==> src/rtl/cpu_control_fsm_p_pkg.sv <==
// Shared encodings for the CR16-style multi-cycle control FSM: opcodes, ALU codes,
// datapath selects, state enum and the instruction decode helper.
package cpu_ctrl_pkg;

  localparam logic [3:0] OP_REG   = 4'b0000;
  localparam logic [3:0] OP_ANDI  = 4'b0001;
  localparam logic [3:0] OP_ORI   = 4'b0010;
  localparam logic [3:0] OP_XORI  = 4'b0011;
  localparam logic [3:0] OP_MEM   = 4'b0100;
  localparam logic [3:0] OP_ADDI  = 4'b0101;
  localparam logic [3:0] OP_ADDUI = 4'b0110;
  localparam logic [3:0] OP_SHIFT = 4'b1000;
  localparam logic [3:0] OP_SUBI  = 4'b1001;
  localparam logic [3:0] OP_CMPI  = 4'b1011;
  localparam logic [3:0] OP_BCOND = 4'b1100;
  localparam logic [3:0] OP_MOVI  = 4'b1101;
  localparam logic [3:0] OP_MULI  = 4'b1110;
  localparam logic [3:0] OP_LUI   = 4'b1111;

  // Register-form ext codes reuse the immediate opcode values; 1111 is NOT in register form.
  localparam logic [3:0] EXT_NOT   = 4'b1111;

  localparam logic [3:0] EXT_LOAD  = 4'b0000;
  localparam logic [3:0] EXT_STOR  = 4'b0100;
  localparam logic [3:0] EXT_JAL   = 4'b1000;
  localparam logic [3:0] EXT_JCOND = 4'b1100;
  localparam logic [3:0] EXT_SCOND = 4'b1101;

  localparam logic [3:0] EXT_LSHI  = 4'b0000;
  localparam logic [3:0] EXT_RSHI  = 4'b0001;
  localparam logic [3:0] EXT_ARSHI = 4'b0010;
  localparam logic [3:0] EXT_LSH   = 4'b0100;
  localparam logic [3:0] EXT_RSH   = 4'b0101;
  localparam logic [3:0] EXT_ARSH  = 4'b0110;

  localparam logic [3:0] ALU_ADD  = 4'd0;
  localparam logic [3:0] ALU_SUB  = 4'd1;
  localparam logic [3:0] ALU_CMP  = 4'd2;
  localparam logic [3:0] ALU_AND  = 4'd3;
  localparam logic [3:0] ALU_OR   = 4'd4;
  localparam logic [3:0] ALU_XOR  = 4'd5;
  localparam logic [3:0] ALU_NOT  = 4'd6;
  localparam logic [3:0] ALU_LSH  = 4'd7;
  localparam logic [3:0] ALU_RSH  = 4'd8;
  localparam logic [3:0] ALU_ARSH = 4'd9;
  localparam logic [3:0] ALU_MUL  = 4'd10;
  localparam logic [3:0] ALU_MOV  = 4'd11;
  localparam logic [3:0] ALU_LUI  = 4'd12;

  localparam logic [1:0] LIS_ALU   = 2'b00;
  localparam logic [1:0] LIS_RAM   = 2'b01;
  localparam logic [1:0] LIS_SCOND = 2'b10;
  localparam logic [1:0] LIS_LINK  = 2'b11;

  localparam logic [1:0] PCS_INC  = 2'b00;
  localparam logic [1:0] PCS_DISP = 2'b01;
  localparam logic [1:0] PCS_REG  = 2'b10;
  localparam logic [1:0] PCS_HOLD = 2'b11;

  localparam int unsigned FLAG_N = 4;
  localparam int unsigned FLAG_Z = 3;
  localparam int unsigned FLAG_F = 2;
  localparam int unsigned FLAG_L = 1;
  localparam int unsigned FLAG_C = 0;

  typedef enum logic [2:0] {
    S_FETCH, S_EXEC, S_MEMWAIT, S_LOADWB, S_BRANCH, S_PCUPD
  } state_t;

  typedef enum logic [2:0] {
    K_NOP, K_ALU, K_LOAD, K_STOR, K_SCOND, K_BCOND, K_JCOND, K_JAL
  } kind_t;

  typedef struct packed {
    kind_t      kind;
    logic [3:0] alu_op;
    logic       imm_s;
    logic       sgn;
    logic       wr;
    logic       shift_imm;
  } dec_t;

  typedef struct packed {
    logic       imm_s;
    logic       reg_en;
    logic       ram_en;
    logic       pc_en;
    logic       sgn;
    logic       ram_addr_sel;
    logic [1:0] load_in_sel;
    logic [1:0] pc_state;
    logic [3:0] alu_op;
  } ctl_t;

  localparam ctl_t CTL_IDLE = '{1'b0, 1'b0, 1'b0, 1'b0, 1'b0, 1'b0,
                                LIS_ALU, PCS_HOLD, ALU_ADD};

  function automatic dec_t decode(input logic [3:0] op, input logic [3:0] ext);
    dec_t       d;
    logic [3:0] code;
    d      = '0;
    d.kind = K_NOP;
    code   = (op == OP_REG) ? ext : op;
    case (op)
      OP_REG, OP_ANDI, OP_ORI, OP_XORI, OP_ADDI, OP_ADDUI,
      OP_SUBI, OP_CMPI, OP_MOVI, OP_MULI, OP_LUI: begin
        d.kind  = K_ALU;
        d.wr    = 1'b1;
        d.imm_s = (op != OP_REG);
        case (code)
          OP_ANDI:  d.alu_op = ALU_AND;
          OP_ORI:   d.alu_op = ALU_OR;
          OP_XORI:  d.alu_op = ALU_XOR;
          OP_ADDI:  begin d.alu_op = ALU_ADD; d.sgn = 1'b1; end
          OP_ADDUI: d.alu_op = ALU_ADD;
          OP_SUBI:  begin d.alu_op = ALU_SUB; d.sgn = 1'b1; end
          OP_CMPI:  begin d.alu_op = ALU_CMP; d.sgn = 1'b1; d.wr = 1'b0; end
          OP_MOVI:  d.alu_op = ALU_MOV;
          OP_MULI:  begin d.alu_op = ALU_MUL; d.sgn = 1'b1; end
          EXT_NOT:  d.alu_op = (op == OP_REG) ? ALU_NOT : ALU_LUI;
          default:  begin d.kind = K_NOP; d.wr = 1'b0; d.imm_s = 1'b0; end
        endcase
      end
      OP_SHIFT: begin
        d.kind = K_ALU;
        d.wr   = 1'b1;
        case (ext)
          EXT_LSH:   d.alu_op = ALU_LSH;
          EXT_RSH:   d.alu_op = ALU_RSH;
          EXT_ARSH:  d.alu_op = ALU_ARSH;
          EXT_LSHI:  begin d.alu_op = ALU_LSH;  d.imm_s = 1'b1; d.shift_imm = 1'b1; end
          EXT_RSHI:  begin d.alu_op = ALU_RSH;  d.imm_s = 1'b1; d.shift_imm = 1'b1; end
          EXT_ARSHI: begin d.alu_op = ALU_ARSH; d.imm_s = 1'b1; d.shift_imm = 1'b1; end
          default:   begin d.kind = K_NOP; d.wr = 1'b0; end
        endcase
      end
      OP_MEM: begin
        case (ext)
          EXT_LOAD:  d.kind = K_LOAD;
          EXT_STOR:  d.kind = K_STOR;
          EXT_SCOND: d.kind = K_SCOND;
          EXT_JCOND: d.kind = K_JCOND;
          EXT_JAL:   d.kind = K_JAL;
          default:   d.kind = K_NOP;
        endcase
      end
      OP_BCOND: d.kind = K_BCOND;
      default:  d.kind = K_NOP;
    endcase
    return d;
  endfunction

endpackage

==> src/rtl/cpu_control_fsm_p_cond_eval.sv <==
// Combinational condition-code evaluator: 4-bit cond against {N,Z,F,L,C} flags.
module cond_eval
  import cpu_ctrl_pkg::*;
(
  input  logic [3:0] cond,
  input  logic [4:0] flags,
  output logic       taken
);

  always_comb begin
    taken = 1'b0;
    case (cond)
      4'd0:    taken =  flags[FLAG_Z];
      4'd1:    taken = !flags[FLAG_Z];
      4'd2:    taken =  flags[FLAG_C];
      4'd3:    taken = !flags[FLAG_C];
      4'd4:    taken =  flags[FLAG_L];
      4'd5:    taken = !flags[FLAG_L];
      4'd6:    taken =  flags[FLAG_N];
      4'd7:    taken = !flags[FLAG_N];
      4'd8:    taken =  flags[FLAG_F];
      4'd9:    taken = !flags[FLAG_F];
      4'd10:   taken = !(flags[FLAG_L] | flags[FLAG_Z]);
      4'd11:   taken =  flags[FLAG_L] | flags[FLAG_Z];
      4'd12:   taken = !(flags[FLAG_N] | flags[FLAG_Z]);
      4'd13:   taken =  flags[FLAG_N] | flags[FLAG_Z];
      4'd14:   taken = 1'b1;
      default: taken = 1'b0;
    endcase
  end

endmodule

==> src/rtl/cpu_control_fsm_p.sv <==
// Multi-cycle control FSM for a CR16-style 16-bit datapath; all outputs are
// registered Moore outputs decoded from the next state and next instruction latch.
module cpu_control_fsm_p
  import cpu_ctrl_pkg::*;
#(
  parameter int unsigned REG_ADDR_W    = 4,
  parameter int unsigned IMM_W         = 8,
  parameter int unsigned MEM_HANDSHAKE = 1,
  parameter int unsigned MEM_LAT       = 1
) (
  input  logic                  Clk,
  input  logic                  Reset_n,
  input  logic [15:0]           Instr,
  input  logic                  Instr_valid,
  input  logic [4:0]            ALUFlags,
  input  logic                  Mem_ready,
  output logic                  Imm_s,
  output logic                  RegEn,
  output logic                  RAMEn,
  output logic                  PCEn,
  output logic                  Signed,
  output logic                  RamAddrSelect,
  output logic [1:0]            LoadInSelect,
  output logic [1:0]            PCState,
  output logic [3:0]            ALUOpCode,
  output logic [REG_ADDR_W-1:0] RdestRegLoc,
  output logic [REG_ADDR_W-1:0] RsrcRegLoc,
  output logic [IMM_W-1:0]      Imm,
  output logic                  Busy
);

  localparam int unsigned CNT_W = (MEM_LAT > 1) ? $clog2(MEM_LAT) : 1;

  state_t                  state, state_n;
  logic [15:0]             ir, ir_n;
  logic [4:0]              fl, fl_n;
  logic [CNT_W-1:0]        cnt, cnt_n;
  dec_t                    dec_n;
  logic                    taken;
  logic                    mem_done;
  logic [7:0]              imm8;
  ctl_t                    ctl_q, ctl_n;
  logic [REG_ADDR_W-1:0]   rdest_q, rdest_n, rsrc_q, rsrc_n;
  logic [IMM_W-1:0]        imm_q, imm_n;
  logic                    busy_q;

  always_comb begin
    ir_n = ir;
    fl_n = fl;
    if (state == S_FETCH && Instr_valid) begin
      ir_n = Instr;
      fl_n = ALUFlags;
    end
  end

  // The latch only changes in FETCH, so dec_n also describes the in-flight instruction.
  assign dec_n = decode(ir_n[15:12], ir_n[7:4]);

  cond_eval u_cond_eval (
    .cond  (ir_n[11:8]),
    .flags (fl_n),
    .taken (taken)
  );

  assign mem_done = (MEM_HANDSHAKE != 0) ? Mem_ready : (cnt == CNT_W'(MEM_LAT - 1));

  always_comb begin
    state_n = state;
    cnt_n   = cnt;
    case (state)
      S_FETCH: if (Instr_valid) state_n = S_EXEC;
      S_EXEC: begin
        case (dec_n.kind)
          K_LOAD, K_STOR:         begin state_n = S_MEMWAIT; cnt_n = '0; end
          K_BCOND, K_JCOND, K_JAL: state_n = S_BRANCH;
          default:                 state_n = S_PCUPD;
        endcase
      end
      S_MEMWAIT: begin
        if (mem_done) state_n = (dec_n.kind == K_LOAD) ? S_LOADWB : S_PCUPD;
        else          cnt_n   = cnt + CNT_W'(1);
      end
      S_LOADWB: state_n = S_PCUPD;
      S_BRANCH: state_n = S_FETCH;
      S_PCUPD:  state_n = S_FETCH;
      default:  state_n = S_FETCH;
    endcase
  end

  always_comb begin
    imm8 = dec_n.shift_imm ? {4'b0000, ir_n[3:0]} : ir_n[7:0];
  end

  always_comb begin
    ctl_n   = CTL_IDLE;
    rdest_n = '0;
    rsrc_n  = '0;
    imm_n   = '0;
    if (state_n != S_FETCH) begin
      ctl_n.alu_op = dec_n.alu_op;
      ctl_n.imm_s  = dec_n.imm_s;
      ctl_n.sgn    = dec_n.sgn;
      rdest_n      = REG_ADDR_W'(ir_n[11:8]);
      rsrc_n       = REG_ADDR_W'(ir_n[3:0]);
      imm_n        = dec_n.sgn ? IMM_W'($signed(imm8)) : IMM_W'(imm8);
    end
    case (state_n)
      S_EXEC: begin
        case (dec_n.kind)
          K_ALU:   ctl_n.reg_en = dec_n.wr;
          K_LOAD:  ctl_n.ram_addr_sel = 1'b1;
          K_STOR:  begin ctl_n.ram_addr_sel = 1'b1; ctl_n.ram_en = 1'b1; end
          K_SCOND: begin ctl_n.reg_en = 1'b1; ctl_n.load_in_sel = LIS_SCOND; end
          default: ;
        endcase
      end
      S_MEMWAIT: ctl_n.ram_addr_sel = 1'b1;
      S_LOADWB:  begin ctl_n.reg_en = 1'b1; ctl_n.load_in_sel = LIS_RAM; end
      S_BRANCH: begin
        ctl_n.pc_en = 1'b1;
        case (dec_n.kind)
          K_BCOND: ctl_n.pc_state = taken ? PCS_DISP : PCS_INC;
          K_JCOND: ctl_n.pc_state = taken ? PCS_REG  : PCS_INC;
          K_JAL: begin
            ctl_n.reg_en      = 1'b1;
            ctl_n.load_in_sel = LIS_LINK;
            ctl_n.pc_state    = PCS_REG;
          end
          default: ctl_n.pc_state = PCS_INC;
        endcase
      end
      S_PCUPD: begin ctl_n.pc_en = 1'b1; ctl_n.pc_state = PCS_INC; end
      default: ;
    endcase
  end

  always_ff @(posedge Clk or negedge Reset_n) begin
    if (!Reset_n) begin
      state   <= S_FETCH;
      ir      <= '0;
      fl      <= '0;
      cnt     <= '0;
      ctl_q   <= CTL_IDLE;
      rdest_q <= '0;
      rsrc_q  <= '0;
      imm_q   <= '0;
      busy_q  <= 1'b0;
    end else begin
      state   <= state_n;
      ir      <= ir_n;
      fl      <= fl_n;
      cnt     <= cnt_n;
      ctl_q   <= ctl_n;
      rdest_q <= rdest_n;
      rsrc_q  <= rsrc_n;
      imm_q   <= imm_n;
      busy_q  <= (state_n != S_FETCH);
    end
  end

  assign Imm_s         = ctl_q.imm_s;
  assign RegEn         = ctl_q.reg_en;
  assign RAMEn         = ctl_q.ram_en;
  assign PCEn          = ctl_q.pc_en;
  assign Signed        = ctl_q.sgn;
  assign RamAddrSelect = ctl_q.ram_addr_sel;
  assign LoadInSelect  = ctl_q.load_in_sel;
  assign PCState       = ctl_q.pc_state;
  assign ALUOpCode     = ctl_q.alu_op;
  assign RdestRegLoc   = rdest_q;
  assign RsrcRegLoc    = rsrc_q;
  assign Imm           = imm_q;
  assign Busy          = busy_q;

endmodule

==> config.mk <==
export PLATFORM = sky130hd
export DESIGN_NAME = cpu_control_fsm_p
export DESIGN_NICKNAME = d
export VERILOG_FILES = /design/src/rtl/cpu_control_fsm_p_pkg.sv /design/src/rtl/cpu_control_fsm_p_cond_eval.sv /design/src/rtl/cpu_control_fsm_p.sv
export SDC_FILE = /design/constraint.sdc
export NUM_CORES = 1
export LEC_CHECK = 0
export ABC_AREA = 1
export ABC_CLOCK_PERIOD_IN_PS = 3350
export CAP_MARGIN = 20
export CORE_MARGIN = 8
export CORE_UTILIZATION = 51
export DETAILED_ROUTE_END_ITERATION = 10
export GPL_TIMING_DRIVEN = 0
export HOLD_SLACK_MARGIN = 0.15
export PLACE_DENSITY = 0.81
export SLEW_MARGIN = 25
export SYNTH_ARGS = -nofsm -noshare
export SYNTH_HDL_FRONTEND = slang
export SYNTH_SLANG_ARGS = --single-unit
==> constraint.sdc <==
create_clock -name Clk -period 3.35 [get_ports Clk]
set_clock_uncertainty 0.15 [all_clocks]
set_input_delay 0.5025 -clock Clk [delete_from_list [all_inputs] [get_ports Clk]]
set_output_delay 0.5025 -clock Clk [all_outputs]
set_load 0.01 [all_outputs]
# After elaboration in Yosys (flattened, before gate mapping)
# Index checks and enable logic that the tools add are counted.
[op_classes]
bitwise = 2
reduce_logical = 26
muxes = 47
n_eq_ne = 60
[ops]
columns = ["op", "n"]
rows = [
  ["== test 4 bit (second input constant)", 22],
  ["== test 4 x 3 -> 1 bit (second input constant)", 12],
  ["one-hot mux 4 bit (8 select lines)", 1],
  ["== test 4 x 2 -> 1 bit (second input constant)", 7],
  ["one-hot mux 3 bit (4 select lines)", 2],
  ["two-way mux 4 bit", 5],
  ["== test 3 x 2 -> 1 bit (second input constant)", 6],
  ["== test 3 bit (second input constant)", 6],
  ["two-way mux 1 bit", 17],
  ["== test 4 x 1 -> 1 bit (second input constant)", 4],
  ["two-way mux 16 bit", 1],
  ["two-way mux 8 bit", 2],
  ["one-hot mux 1 bit (15 select lines)", 1],
  ["one-hot mux 3 bit (5 select lines)", 1],
  ["logical NOT 4 bit", 3],
  ["one-hot mux 2 bit (3 select lines)", 2],
  ["one-hot mux 4 bit (3 select lines)", 1],
  ["OR reduction 11 bit", 1],
  ["one-hot mux 5 bit (2 select lines)", 1],
  ["OR reduction 10 bit", 1],
  ["OR reduction 2 bit", 5],
  ["== test 3 x 1 -> 1 bit (second input constant)", 3],
  ["two-way mux 3 bit", 3],
  ["OR reduction 9 bit", 1],
  ["15 further kinds", 27],
]
[word_totals]
word_cells = 151
out_inout_bits = 31
input_bits = 25
reg_bits = 55

# Logic depth before layout (Yosys ltp)
[depth]
depth_word = 16
depth_mapped = 21
depth_no_buf = 19

# Cells and area by module
# A second synthesis with hierarchy kept.
[unflattened]
hier_cells = 337
hier_area_um2 = 2797.7
[by_module_without_submodules]
columns = ["mod", "n_inst", "seq_area_each_um2", "area_per_inst_um2", "cells_each"]
rows = [
  ["cpu_control_fsm_p", 1, 1278.7, 2571.2, 281],
  ["cond_eval", 1, 0.0, 226.5, 56],
]

# Least setup slack after synthesis
# Ideal clock, no wire load.
[synth_path]
path_type = "in2reg"
start = "input Instr_valid"
end = "register rdest_q[2] (netlist: RdestRegLoc[2])"
path_stages = 17
setup_time_ns = 0.138
t_required_ns = 3.062
slack_ns = 0.671
arrival_ns = 2.391
n_path_buf = 2
cell_sequence = "inv_1 nor2_4 nand2_4 buf_6 nand2_2 nand2_4 nor2_4 nand3_2 nor2_4 nand2_1 nand2_1 nor2_1 nor4_4 nand3_2 nor2_8 buf_12 nor2_2"
[synth_between]
elab_chain_cells = 14
word_cells_on_any_way = 57
cone_classes = "eq/ne (36); mux (12); reduce/logical (9)"
[synth_lines]
columns = ["element", "line", "source"]
rows = [
  ["from (decl)", "cpu_control_fsm_p.sv:14", "input logic Instr_valid,"],
  ["logical AND 1 bit (*)", "cpu_control_fsm_p.sv:50", "if (state == S_FETCH && Instr_valid) begin"],
  ["two-way mux 16 bit (*)", "cpu_control_fsm_p.sv:50", ""],
  ["net ir_n[13]", "cpu_control_fsm_p.sv:35", "logic [15:0] ir, ir_n;"],
  ["logical NOT 4 bit", "cpu_control_fsm_p_pkg.sv:103, cpu_control_fsm_p_pkg.sv:104", ""],
  ["two-way mux 4 bit", "cpu_control_fsm_p_pkg.sv:103", "code = (op == OP_REG) ? ext : op;"],
  ["== test 4 bit (tied with other cells)", "cpu_control_fsm_p_pkg.sv:110", "case (code)"],
  ["OR reduction 10 bit (no line)", "-", ""],
  ["two-way mux 1 bit", "cpu_control_fsm_p_pkg.sv:110", ""],
  ["one-hot mux 3 bit (4 select lines) (*)", "cpu_control_fsm_p_pkg.sv:104", "case (op)"],
  ["== test 3 bit or == test 3 x 2 -> 1 bit (tied branches)", "-", ""],
  ["OR reduction 3 bit (tied with other cells)", "cpu_control_fsm_p.sv:73", "case (dec_n.kind)"],
  ["one-hot mux 3 bit (2 select lines) or two-way mux 3 bit (tied branches)", "cpu_control_fsm_p.sv:73, cpu_control_fsm_p.sv:80", ""],
  ["one-hot mux 3 bit (4 select lines) (*)", "cpu_control_fsm_p.sv:70", "case (state)"],
  ["nonzero test 3 bit (*)", "cpu_control_fsm_p.sv:99", "if (state_n != S_FETCH) begin"],
  ["two-way mux 4 bit (*)", "cpu_control_fsm_p.sv:99", ""],
  ["net rdest_n[2]", "cpu_control_fsm_p.sv:43", "logic [REG_ADDR_W-1:0] rdest_q, rdest_n, rsrc_q, rsrc_n;"],
  ["to (signal assigned)", "cpu_control_fsm_p.sv:154", "rdest_q <= rdest_n;"],
  ["to (decl)", "cpu_control_fsm_p.sv:43", ""],
]
# Mark *: on every way through the listed nets, which the timed path passes. The rest lies on a longest branch.

# Worst setup path after layout
[layout_path]
start = "input Instr_valid"
end = "register rdest_q[2] (netlist: RdestRegLoc[2])"
[layout_between]
elab_chain_cells = 14
word_cells_on_any_way = 57
cone_classes = "eq/ne (36); mux (12); reduce/logical (9)"
[layout_lines]
columns = ["element", "line"]
rows = [
  ["logical AND 1 bit", "cpu_control_fsm_p.sv:50"],
  ["two-way mux 16 bit", "cpu_control_fsm_p.sv:50"],
  ["logical NOT 4 bit", "cpu_control_fsm_p_pkg.sv:103, cpu_control_fsm_p_pkg.sv:104"],
  ["two-way mux 4 bit", "cpu_control_fsm_p_pkg.sv:103"],
  ["== test 4 bit (tied with other cells)", "cpu_control_fsm_p_pkg.sv:110"],
  ["OR reduction 10 bit (no line)", "-"],
  ["two-way mux 1 bit", "cpu_control_fsm_p_pkg.sv:110"],
  ["one-hot mux 3 bit (4 select lines)", "cpu_control_fsm_p_pkg.sv:104"],
  ["== test 3 bit or == test 3 x 2 -> 1 bit (tied branches)", "-"],
  ["OR reduction 3 bit (tied with other cells)", "cpu_control_fsm_p.sv:73"],
  ["one-hot mux 3 bit (2 select lines) or two-way mux 3 bit (tied branches)", "cpu_control_fsm_p.sv:73, cpu_control_fsm_p.sv:80"],
  ["one-hot mux 3 bit (4 select lines)", "cpu_control_fsm_p.sv:70"],
  ["nonzero test 3 bit", "cpu_control_fsm_p.sv:99"],
  ["two-way mux 4 bit (*)", "cpu_control_fsm_p.sv:99"],
  ["net rdest_n[2]", "cpu_control_fsm_p.sv:43"],
]
# Marks and branches as above.

==> qor.yml <==
placement:
  detailed_place.area_sq_um: 3310
  io_buffers: 55
  dp.cells: 456
  dpl.hpwl_um: 4570
  gp_congestion: 0.851
critical_path:
  cp.required_ns: 3.37
  critPathKind: "input pin to flip-flop"
  r2r_start: "state[0]$_DFF_PN0_"
  startpoint_type: "input pin"
  rrSetupSlack_ns: 0.34
  worstRegToRegCells: 14
  r2r_end: "RdestRegLoc[2]$_DFF_PN0_"
  cp_max_fo: 10
  arrival_ns: 3.19
  worstSetupEndpointType: "flip-flop"
logic_synthesis:
  synth.area.mux_share_pct: 0
  synthFlopType: "dfrtp_1"
  synth_area_sq_um: 2670
  synth_xor_area_share_pct: 0.328
  syn_avg_cell_area_sq_um: 8.08
  yosysUniqueCellTypes: 38
  ys_ff_latch: 51
  yosysWarnings: 0
  synth_top_family_by_area: "simple AND/OR/NAND/NOR gates"
  synthArstFlopShare_pct: 100
  synth_nets: 356
  yosys.area_share.adder_pct: 0
  synth_compound_area_share_pct: 7.39
  yosys.area_share.simple_pct: 36.4
  synth_edf_count: 0
  seq_area_frac_synth_pct: 47.8
  syn-instance-count: 331
cells_and_area:
  area_growth_pct: 29.4
  multi_input_area_sq_um: 1180
  final_common_cell: "nand2_1"
  final_layout_size_suffix_gt1_share_pct: 16.3
  nets: 424
  fillers: 412
  diodes: 0
  fin_cells: 470
  regArea_sq_um: 1280
  design_area_sq_um: 3460
  final_cell_mix: "97 x nand2_1, 54 x clkdlybuf4s50_1, 49 x dfrtp_1"
sta:
  setup_viol: 0
  slew_violations: 0
  rsz0062_at_grt: "false"
  fin_crit_sh_pct: 94.6
  hold_viol_final: 0
  slew_headroom_pct: 53.5
  fin_setup_tns_ns: 0
  tightest_slew_ns: 0.691
  fmax_ghz: 0.316
  min_period_ns: 3.17
global_route:
  grt_pass1_vias: 2172
  grt_max_degree: 52
  grt_pass1_wl_um: 9980
  grt_use_total_pct: 16.4
  grt_overflow: 0
  antenna_found_initial: 0
cts:
  clock-sinks: 51
  cts-root-buf: "clkbuf_8"
  htree_levels: 2
  cts_tree: "built"
  cts_buffer_depth: 2
  path_clk_slew_ns: 0.09
  numCtsBuffers: 5
  clk_latency_ns: 0.30
routing:
  ant_nets: 0
  drc: 0
  drt_first_pass_iters: 4
  finalWirelength_um: 6190
  viasPerCell: 4.99
  wire_per_inst_um: 13.2
  drtIter0Drc: 126
  vias: 2346
pwr:
  p_sw_mw: 1.63
  power.leakage_nw: 1.68
  internal_power_mw: 1.93
  comb_power_share_pct: 62.8
  switching_share_pct: 45.7
  powerDensity_nw_per_um2: 1030
  power.clock.fraction_pct: 10.3
  peakVddDrop_v: 0.000450
  p_seq_share_pct: 26.8
die:
  ios: 56
  start_util_pct: 52.7
  num_rows: 26
  chipHeight_um: 88.4
  die_width_um: 88.4
  core_area_sq_um: 5070
  die_area_sq_um: 7820
worst_hold_path:
  min_delay_path_depth: 2
  min_path_type: "flip-flop to flip-flop"
  whs_endpoint: "fl[2]$_DFF_PN0_"
  min_from: "fl[2]$_DFF_PN0_"
job:
  cap_violations: 0
run_status:
  outcome: "complete, no violations"
[layer usage]
layer	vias to the layer above	track usage, %	wire length, um
met5	-	0	0
met4	0	6.91	114
met3	12	3.34	403
met2	69	26.5	2920
met1	1076	20.7	2750
li1	1189	-	-
[how the worst max path moves through the flow]
stage / startpoint / end / cells after the start
after floorplan: Instr_valid / RdestRegLoc[2]$_DFF_PN0_ / 17
after global placement: Instr_valid / RdestRegLoc[2]$_DFF_PN0_ / 19
after detailed placement: Instr_valid / RdestRegLoc[2]$_DFF_PN0_ / 19
after CTS: Instr_valid / RdestRegLoc[2]$_DFF_PN0_ / 19
after global routing: Instr_valid / RdestRegLoc[2]$_DFF_PN0_ / 16
final: Instr_valid / RdestRegLoc[2]$_DFF_PN0_ / 16
[area by class of cell]
class	instances	share of cell area, %
well taps	70	2.53
clock inverters	1	0.253
flip-flops and latches	51	37.0
clock buffers	7	2.50
plain buffers	9	2.13
inverters	38	4.23
repair buffers	61	17.2
multi-input cells	233	34.2
[critical path, stage by stage]
cell and delay, ns:
clkdlybuf4s50_1 0.45, inv_1 0.05, nor2_4 0.16, nand2_4 0.09, buf_2 0.20, o21ai_2 0.21
nand2_1 0.17, nor2_4 0.21, nand2_1 0.13, nand2_1 0.08, nor2_1 0.06, nor4_4 0.29
nand3_2 0.17, nor2_8 0.20, buf_12 0.16, nor2_2 0.03
[metrics by stage]
| stage | util [%] | setup WS, ns | hold slack, ns | total power [mW] |
|---|---|---|---|---|
| floorplan | - | 0.671 | 0.0569 | 2.48 |
| global placement | 65.3 | -0.148 | 0.331 | 3.04 |
| detailed placement | 65.2 | -0.186 | 0.334 | 3.10 |
| CTS | 67.3 | 0.133 | 0.363 | 3.47 |
| global route | 68.2 | 0.0443 | 0.382 | 3.87 |
| finish | 68.2 | 0.181 | 0.361 | 3.55 |
[power by group through the flow]
stage | clock network [mW] | logic [mW] | registers, mW
floorplan | 0 | 1.46 | 1.02
global placement | 0 | 2.08 | 0.960
detailed placement | 0 | 2.13 | 0.967
CTS | 0.375 | 2.14 | 0.954
global route | 0.404 | 2.48 | 0.981
finish | 0.367 | 2.23 | 0.954
[timing repair]
item	CTS	global route
hold endpoints to repair	49	0
setup endpoints to repair	0	10
resized for setup	0	2
hold buffers	1	0
setup buffers	0	5
[state kept, by name, indices dropped and copies added (netlist names)]
signal         count
RamAddrSelect      1
ALUOpCode          4
PCEn               1
RdestRegLoc        4
Imm_s              1
Busy               1
LoadInSelect       2
fl                 5
Signed             1
RAMEn              1
state              3
PCState            2
ir                16
RegEn              1
Imm                8
[cells in the mapped netlist, drive strengths merged, types with 3 or more instances]
cell      n  area (sq um)
inv      38           143
o21ai    21           109
nand2   110           455
nand3b    4          30.0
nand3    23           130
nor2     46           251
or2       4          25.0
dfrtp    49          1230
nor3      4          20.0
buf       7          66.3
nor4      3          33.8
a21oi     6          30.0
[kinds of logic (layout without fill, tap and decap cells)]
kind of cell / count (synthesis) / count (layout)
simple gates: 197 / 197
compound gates: 35 / 35
xor+xnor: 1 / 1
buf+inv: 47 / 116
flops: 51 / 51
Note: power is estimated with default switching activity, not from simulation.
==> edit, RTL diff (same settings) <==
Set the parameter `REG_ADDR_W` to 5 (it was 4).
--- a/src/rtl/cpu_control_fsm_p.sv
+++ b/src/rtl/cpu_control_fsm_p.sv
@@ -5,3 +5,3 @@
 #(
-  parameter int unsigned REG_ADDR_W    = 4,
+  parameter int unsigned REG_ADDR_W    = 5,
   parameter int unsigned IMM_W         = 8,
Interface: changed (resized RdestRegLoc and RsrcRegLoc); port bits go from 56 to 58. No check against the original RTL was run, so the function may have changed too.
==> edit against the original RTL <==
Critical path depth is the same. Worst setup slack improved by 0.047 ns. First-iteration DRC count grew 29%. Synthesized area up 0.70%. Power up 0.94%. Global-route usage up 0.27 points. Hold slack lost 0.0042 ns. Routed wire length fell by 1.5%. Final area grew 0.83%. Sequential cell count did not move. Sequential share of layout area is 0.30 points lower. Count of clock-buffer cells in the layout decreased by 2. Largest cell class unchanged. Highest routed layer unchanged.
==> edit: results (changes against the original RTL) <==
post-synth cell types -> 39 (+2.6%)
xor-xnor portion of the synthesized cell area -> 0.00325 (-0.0000228)
first-pass GRT wire length -> 10.2 mm (+1.9%)
sequential share of power -> 0.266 (-0.002)
Slew Limit Headroom -> 0.539 (+0.00454)
leakage power figure -> 1.71 nW (+1.3%)
placer's final routability congestion estimate -> 0.874 (+2.7%)
clock share of power -> 0.117 (+0.014)
pre-CTS WS -> -0.211 ns (-0.0246 ns)
Post-synth top cells -> nand2_1 (97), dfrtp_1 (49), inv_1 (36)
peak supply drop -> 464 µV (+3.2%)
Routed wire per std cell -> 12.9 µm (-2.1%)
number of diodes -> 0 (unchanged)
IO Port Bufs -> 55 (unchanged)
DR vias -> 2,325 (-0.90%)
largest cells by area after synthesis -> dfrtp_1 (46%), nand2_1 (14%), inv_1 (5.0%)
post-synthesis compound-gate area fraction -> 0.0734 (-0.000515)
HPWL Detailed -> 4.57 mm (about the same)
Area after DPL -> 3330 µm² (+0.68%)
GRT Util Overall -> 0.166 (+0.00267)
DRT iter0 DRCs -> 163 (+29%)
H-tree Lvls -> 2 (unchanged)
Reg with most FFs -> ir
share of layout cells above drive strength 1 -> 0.164 (+0.00127)
Max Cap Violations -> 0 (unchanged)
CTS buffer count -> 5 (unchanged)
initial antenna violation count -> 0 (unchanged)
HP Start -> ir[9]
status -> finished, final reports clean
fill count -> 421 (+2.2%)
Clock Latency Late Sink -> 0.30 ns (about the same)
Sw Ratio -> 0.452 (-0.00550)
reg2reg start -> state[0]
number of global-route vias before repair -> 2,177 (+0.23%)
Nets -> 427 (+0.71%)
register area share after synthesis -> 0.475 (-0.00333)
CP arrival -> 3.15 ns (-0.04 ns)
CP max FO -> 10 (unchanged)
## edit: cell types whose count changed in the layout (fill, tap and decap cells not counted), sizes merged
cell    unedited run  this run
buf               13        14
bufinv             0         1
clkbuf             9         7
clkinv             1         2
conb               0         2
## edit: final timing paths
kind / endpoint / slack (ns) / cells past startpoint
worst max-delay path: RdestRegLoc[2] / 0.23 / 16
worst min-delay path: ir[9] / 0.36 / 2
worst max register to register: RdestRegLoc[2] / 0.39 / 14
worst min register to register: ir[9] / 0.36 / 2
max in group asynchronous: Imm[3] / 2.02 / 2
min in group asynchronous: ir[13] / 0.59 / 2
## edit: layout make-up
cell class                      count  area share
Buffer                             11      0.0255
Clock buffer                        5      0.0197
Clock inverter                      3      0.0126
Inverter                           38      0.0420
Multi-Input combinational cell    235       0.340
Sequential cell                    51       0.367
Tap cell                           70      0.0251
Timing Repair Buffer               60       0.169
## edit: logic make-up (layout without fill, tap and decap cells)
kind of cell,after synthesis,in the layout
other,1,2
flip-flops,51,51
AO/OA/AOI/OAI,35,35
buffers and inverters,49,117
XOR/XNOR,1,1
AND/OR/NAND/NOR,197,197
## edit: metal layers
layer / vias to the layer above / global-route usage / wire length, µm
li1: 1180 / - / -
met1: 1064 / 0.205 / 2630
met2: 73 / 0.269 / 2950
met3: 8 / 0.0455 / 433
met4: 0 / 0.0645 / 86
met5: - / 0 / 0
## edit: through the flow
step	std cells	TNS, ns	total power [mW]	utilization
after floorplan	335	0	2.48	-
after global placement	460	-1.26	3.04	0.653
after detailed placement	460	-2.36	3.10	0.652
after CTS	469	0	3.55	0.676
after global routing	473	0	3.91	0.683
final	473	0	3.59	0.683
## edit: what timing repair did
item / in CTS / in global routing
setup buffers: 0 / 4
hold buffers: 1 / 0
setup endpoints to repair: 0 / 10
gates resized for setup: 0 / 1
hold endpoints to repair: 49 / 0
